## src/rtl/prod_accum_32bit.sv

```systemverilog
// Frame accumulator for 32-bit multiplier products with a valid/ready result port.
// Optional build macro PROD_ACC_SAT_EN: saturate the accumulator on overflow instead of wrapping.
module prod_accum_32bit #(
    parameter int ACC_W     = 40,
    parameter int FRAME_LEN = 8,
    parameter int CNT_W     = 8
) (
    input  logic             clk,
    input  logic             rst,
    input  logic             clear,
    input  logic [31:0]      prod,
    input  logic             prod_done,
    output logic [ACC_W-1:0] result,
    output logic             result_valid,
    input  logic             result_ready,
    output logic [CNT_W-1:0] term_cnt,
    output logic             busy,
    output logic             ovf,
    output logic             drop
);

    typedef enum logic [1:0] {
        ST_IDLE  = 2'd0,
        ST_ACCUM = 2'd1,
        ST_HOLD  = 2'd2
    } state_t;

    localparam logic [CNT_W-1:0] FRAME_LEN_C = CNT_W'(FRAME_LEN);
    localparam logic [CNT_W-1:0] CNT_ONE_C   = CNT_W'(1);
    localparam logic [CNT_W-1:0] CNT_ZERO_C  = CNT_W'(0);
    localparam logic [ACC_W-1:0] ACC_ZERO_C  = ACC_W'(0);
    localparam logic [ACC_W-1:0] ACC_MAX_C   = {ACC_W{1'b1}};
    localparam bit               SINGLE_C    = (FRAME_LEN == 1);

    state_t           state_q, state_d;
    logic             done_q;
    logic [ACC_W-1:0] acc_q, acc_d;
    logic [ACC_W-1:0] result_q, result_d;
    logic             result_valid_q, result_valid_d;
    logic [CNT_W-1:0] term_cnt_q, term_cnt_d;
    logic             ovf_q, ovf_d;
    logic             drop_q, drop_d;
    logic             busy_q;

    logic             accept_s;
    logic [ACC_W-1:0] prod_ext_s;
    logic [ACC_W:0]   sum_s;
    logic             carry_s;
    logic [ACC_W-1:0] add_val_s;
    logic [CNT_W-1:0] cnt_inc_s;

    assign accept_s   = prod_done & ~done_q;
    assign prod_ext_s = {{(ACC_W-32){1'b0}}, prod};
    assign sum_s      = {1'b0, acc_q} + {1'b0, prod_ext_s};
    assign carry_s    = sum_s[ACC_W];
    assign cnt_inc_s  = term_cnt_q + CNT_ONE_C;

`ifdef PROD_ACC_SAT_EN
    // Clamp at all-ones; once there, any nonzero addend carries again and re-clamps.
    assign add_val_s = carry_s ? ACC_MAX_C : sum_s[ACC_W-1:0];
`else
    assign add_val_s = sum_s[ACC_W-1:0];
`endif

    // Rising-edge detector on the multiplier done level; reset high so a level present at release is ignored.
    always_ff @(posedge clk) begin
        if (rst) begin
            done_q <= 1'b1;
        end else begin
            done_q <= prod_done;
        end
    end

    // State register.
    always_ff @(posedge clk) begin
        if (rst) begin
            state_q <= ST_IDLE;
        end else begin
            state_q <= state_d;
        end
    end

    // Next-state and datapath next values; clear outranks everything except rst.
    always_comb begin
        state_d        = state_q;
        acc_d          = acc_q;
        result_d       = result_q;
        result_valid_d = result_valid_q;
        term_cnt_d     = term_cnt_q;
        ovf_d          = ovf_q;
        drop_d         = drop_q;

        if (clear) begin
            state_d        = ST_IDLE;
            acc_d          = ACC_ZERO_C;
            result_valid_d = 1'b0;
            term_cnt_d     = CNT_ZERO_C;
            ovf_d          = 1'b0;
            drop_d         = 1'b0;
        end else begin
            case (state_q)
                ST_IDLE: begin
                    acc_d      = ACC_ZERO_C;
                    term_cnt_d = CNT_ZERO_C;
                    if (accept_s) begin
                        acc_d      = prod_ext_s;
                        term_cnt_d = CNT_ONE_C;
                        ovf_d      = 1'b0;
                        if (SINGLE_C) begin
                            state_d        = ST_HOLD;
                            result_d       = prod_ext_s;
                            result_valid_d = 1'b1;
                        end else begin
                            state_d = ST_ACCUM;
                        end
                    end else begin
                        state_d = ST_IDLE;
                    end
                end
                ST_ACCUM: begin
                    if (accept_s) begin
                        acc_d      = add_val_s;
                        term_cnt_d = cnt_inc_s;
                        if (carry_s) begin
                            ovf_d = 1'b1;
                        end else begin
                            ovf_d = ovf_q;
                        end
                        if (cnt_inc_s == FRAME_LEN_C) begin
                            state_d        = ST_HOLD;
                            result_d       = add_val_s;
                            result_valid_d = 1'b1;
                        end else begin
                            state_d = ST_ACCUM;
                        end
                    end else begin
                        state_d = ST_ACCUM;
                    end
                end
                ST_HOLD: begin
                    if (result_ready && accept_s) begin
                        // Hand off the finished frame and start the next one with this product.
                        acc_d          = prod_ext_s;
                        term_cnt_d     = CNT_ONE_C;
                        ovf_d          = 1'b0;
                        result_valid_d = 1'b0;
                        if (SINGLE_C) begin
                            state_d        = ST_HOLD;
                            result_d       = prod_ext_s;
                            result_valid_d = 1'b1;
                        end else begin
                            state_d = ST_ACCUM;
                        end
                    end else if (result_ready) begin
                        state_d        = ST_IDLE;
                        acc_d          = ACC_ZERO_C;
                        term_cnt_d     = CNT_ZERO_C;
                        ovf_d          = 1'b0;
                        result_valid_d = 1'b0;
                    end else if (accept_s) begin
                        drop_d = 1'b1;
                    end else begin
                        state_d = ST_HOLD;
                    end
                end
                default: begin
                    state_d        = ST_IDLE;
                    acc_d          = ACC_ZERO_C;
                    term_cnt_d     = CNT_ZERO_C;
                    result_valid_d = 1'b0;
                    ovf_d          = 1'b0;
                end
            endcase
        end
    end

    // Datapath and status registers.
    always_ff @(posedge clk) begin
        if (rst) begin
            acc_q          <= ACC_ZERO_C;
            result_q       <= ACC_ZERO_C;
            result_valid_q <= 1'b0;
            term_cnt_q     <= CNT_ZERO_C;
            ovf_q          <= 1'b0;
            drop_q         <= 1'b0;
            busy_q         <= 1'b0;
        end else begin
            acc_q          <= acc_d;
            result_q       <= result_d;
            result_valid_q <= result_valid_d;
            term_cnt_q     <= term_cnt_d;
            ovf_q          <= ovf_d;
            drop_q         <= drop_d;
            busy_q         <= (state_d != ST_IDLE);
        end
    end

    assign result       = result_q;
    assign result_valid = result_valid_q;
    assign term_cnt     = term_cnt_q;
    assign busy         = busy_q;
    assign ovf          = ovf_q;
    assign drop         = drop_q;

endmodule

```

## config.mk

```make
export PLATFORM = sky130hd
export DESIGN_NAME = prod_accum_32bit
export DESIGN_NICKNAME = d
export VERILOG_FILES = /design/src/rtl/prod_accum_32bit.sv
export SDC_FILE = /design/constraint.sdc
export NUM_CORES = 1
export LEC_CHECK = 0
export ABC_AREA = 1
export CORE_UTILIZATION = 30
export CTS_BUF_LIST = sky130_fd_sc_hd__clkbuf_4 sky130_fd_sc_hd__clkbuf_8
export DETAILED_ROUTE_END_ITERATION = 6
export HOLD_SLACK_MARGIN = 0.08
export SETUP_SLACK_MARGIN = 0.4
export SLEW_MARGIN = 20
export SYNTH_ARGS = -nofsm -noshare
export SYNTH_HDL_FRONTEND = slang
export SYNTH_SLANG_ARGS = --single-unit
```

## constraint.sdc

```tcl
create_clock -name clk -period 2.4 [get_ports clk]
set_input_delay 0.36 -clock clk [delete_from_list [all_inputs] [get_ports clk]]
set_output_delay 0.36 -clock clk [all_outputs]
set_load 0.01 [all_outputs]
```

==> metrics.yaml <==
cts:
  cts_max_level: 3
  cts-root-buf: "clkbuf_8"
  cts_buffers: 9
  holdBufCountCts: 0
  clkLatencyLatePin_ps: 410
  clk_pin_slew_ps: 100
  cts_tree: "yes"
  clock_sinks: 95
  clockBufferDepth: 2
synthesis:
  syn_area_um2: 6895
  syn_avg_cell_area_um2: 5.794
  synth_seq_cells: 95
  synth-edff-count: 0
  ys_seq_area_share_pct: 27.58
  syn_inst: 1190
  yosys_warnings: 0
  synth_cell_types: 35
  async_flop_share_pct: 0
  synth.net_count: 1262
  yosys_most_used_dff: "dfxtp_1"
timing:
  finClkSkew_ps: 21.80
  setup_viol: 0
  fmax_mhz: 464.0
  drv_slew: 0
  worstMarginPinSlew_ps: 507.9
  period_share_pct: 89.81
  min_period_ps: 2155
  slew_headroom_pct: 66.14
  whs_ps: 364.8
  rsz0062_at_grt: "true"
  finalHoldViolCount: 0
power_and_ir_drop:
  total_power_w: 0.003389
  power_density_nw_per_um2: 312.9
  p_leak_nw: 5.060
  ir_drop_uv: 202.8
job:
  maxCapViolCount: 0
grt:
  grt_max_degree: 50
  grt_antenna_before_repair: 0
  grt_first_pass_wirelength_um: 39050
  track_usage_pct: 21.02
  grt_pass1_vias: 7607
  overflow: 0
floorplan:
  rows: 55
  start_util_pct: 30.55
  ios: 89
  die_area_um2: 23590
  chipWidth_um: 153.6
  coreArea_um2: 22570
  die_h_um: 153.6
detailed_routing:
  drt_wl_total_um: 26150
  wl_per_cell_um: 15.56
  ant_nets: 0
  drc: 0
  drt-initial-drc-count: 423
  dr.pass1.iters: 6
  viasPerCell: 4.805
  vias: 8073
worst_setup_path:
  arrival_ps: 2500
  regToRegEndpoint: "acc_q[16]"
  r2r_setup_slack_ps: 240
  r2r_start: "acc_q[0]"
  critPathKind: "flip-flop to flip-flop"
  reg2reg_depth: 16
  crit_path_end_kind: "flip-flop"
  start_kind: "flip-flop"
  worstPathRequired_ps: 2740
  crit_fanout: 3
layout:
  fin_nets: 1462
  syn_to_final_growth_pct: 57.07
  drive_above_1_share_pct: 31.18
  layout_common_cells: "nand2_1 (379), inv_1 (186), buf_4 (108), nor2_1 (80), dfxtp_1 (78)"
  layout_commonest_cell: "nand2_1"
  antenna_cells: 0
min_path:
  hp-class: "primary input to flip-flop"
  whs_endpoint: "acc_q[29]"
  holdPathStages: 5
  worstHoldStart: "prod[29]"
placed_design:
  dp_hpwl_um: 17690
  place_congestion: 0.9260
  place.port_buffers: 88
outcome:
  outcome: "finished, final reports clean"
[power breakdown]
part | internal [W] | total, W | switching [W]
clock network | 0.000409 | 0.00106 | 0.000655
logic | 0.000320 | 0.000729 | 0.000410
registers | 0.00159 | 0.00160 | 0.0000102
total | 0.00231 | 0.00339 | 0.00107
[routing by layer]
metal	wire, µm	up-vias	track usage [%]
met5	0	-	0
met2	12010	212	34.57
met4	805	0	9.238
li1	-	4045	-
met1	12140	3771	27.44
met3	1193	45	2.762
[state kept, by name, indices dropped and copies added, names as in the netlist, 2 cells and up]
register  count
acc_q        40
state_q       2
term_cnt      8
result       40
[cells in the mapped netlist (6+ instances only)]
cell type  instances  area, µm²
nand2_1          468       1757
inv_1            191      716.9
nor2_1           106      397.9
a21oi_1          102      510.5
dfxtp_1           95       1902
nand3_1           58      290.3
ha_1              34      425.4
xor2_1            18      157.7
o21ai_1           17      85.08
clkbuf_1          15      56.30
o21ai_0           15      75.07
nand3b_1           8      60.06
a22o_1             7      61.31
buf_2              7      35.03
nor3_1             6      30.03
[worst max-delay path by stage]
stage,from,to,slack [ps],cells past startpoint
after detailed placement,prod[0],acc_q[14],-380,15
final,acc_q[0],acc_q[16],240,16
after CTS,acc_q[0],result[36],290,17
after global placement,prod[0],acc_q[14],-400,15
after floorplan,prod[0],result[32],400,17
after global routing,acc_q[0],acc_q[16],150,16
[final cells by class]
class                   instances  area (µm²)
clock inverters                 6       42.54
repair buffers                221        2117
fillers                      2220       11740
flip-flops and latches         95        1928
well taps                     285       356.6
multi-input cells             867        5510
clock buffers                  10       137.6
inverters                     196       738.2
[through the flow]
| step | cell area (µm²) | setup WS [ps] | utilization [%] | TNS (ps) | instances |
|---|---|---|---|---|---|
| after floorplan | 6900 | 404.4 | - | 0 | 1190 |
| after global placement | 8805 | -398.1 | 39.01 | -10790 | 1635 |
| after detailed placement | 8805 | -383.4 | 39.01 | -12490 | 1635 |
| after CTS | 9811 | 290.6 | 43.46 | 0 | 1664 |
| after global routing | 10830 | 152.0 | 47.98 | 0 | 1680 |
| final | 10830 | 244.7 | 47.98 | 0 | 1680 |
[kinds of logic after synthesis]
kind of cell | count (synthesis) | synth area share (%)
buffers and inverters | 228 | 13.08
flip-flops | 95 | 27.58
adder cells (fa/ha/maj) | 35 | 6.460
AO/OA/AOI/OAI | 143 | 10.81
AND/OR/NAND/NOR | 669 | 39.52
XOR/XNOR | 20 | 2.540
[repair_timing]
item	in CTS	in global routing
setup endpoints to repair	77	91
gates cloned	2	3
gates resized for setup	149	224
setup buffers	11	13
endpoints found under the hold margin	0	0
pin swaps	33	68
[critical path, cell delays in order (launching register included)]
cell and delay (ps):
dfxtp_2 370, ha_4 140, inv_2 40, fa_2 360, inv_2 90, nand3_4 90
nand2_4 90, nand2_2 50, nand2_2 90, nand2_2 70, nand2_4 80, xor2_2 170
buf_4 150, nand2_2 40, nand2_2 80, nand2_2 50, a21oi_2 130
Power figures use the tool's default switching activity.
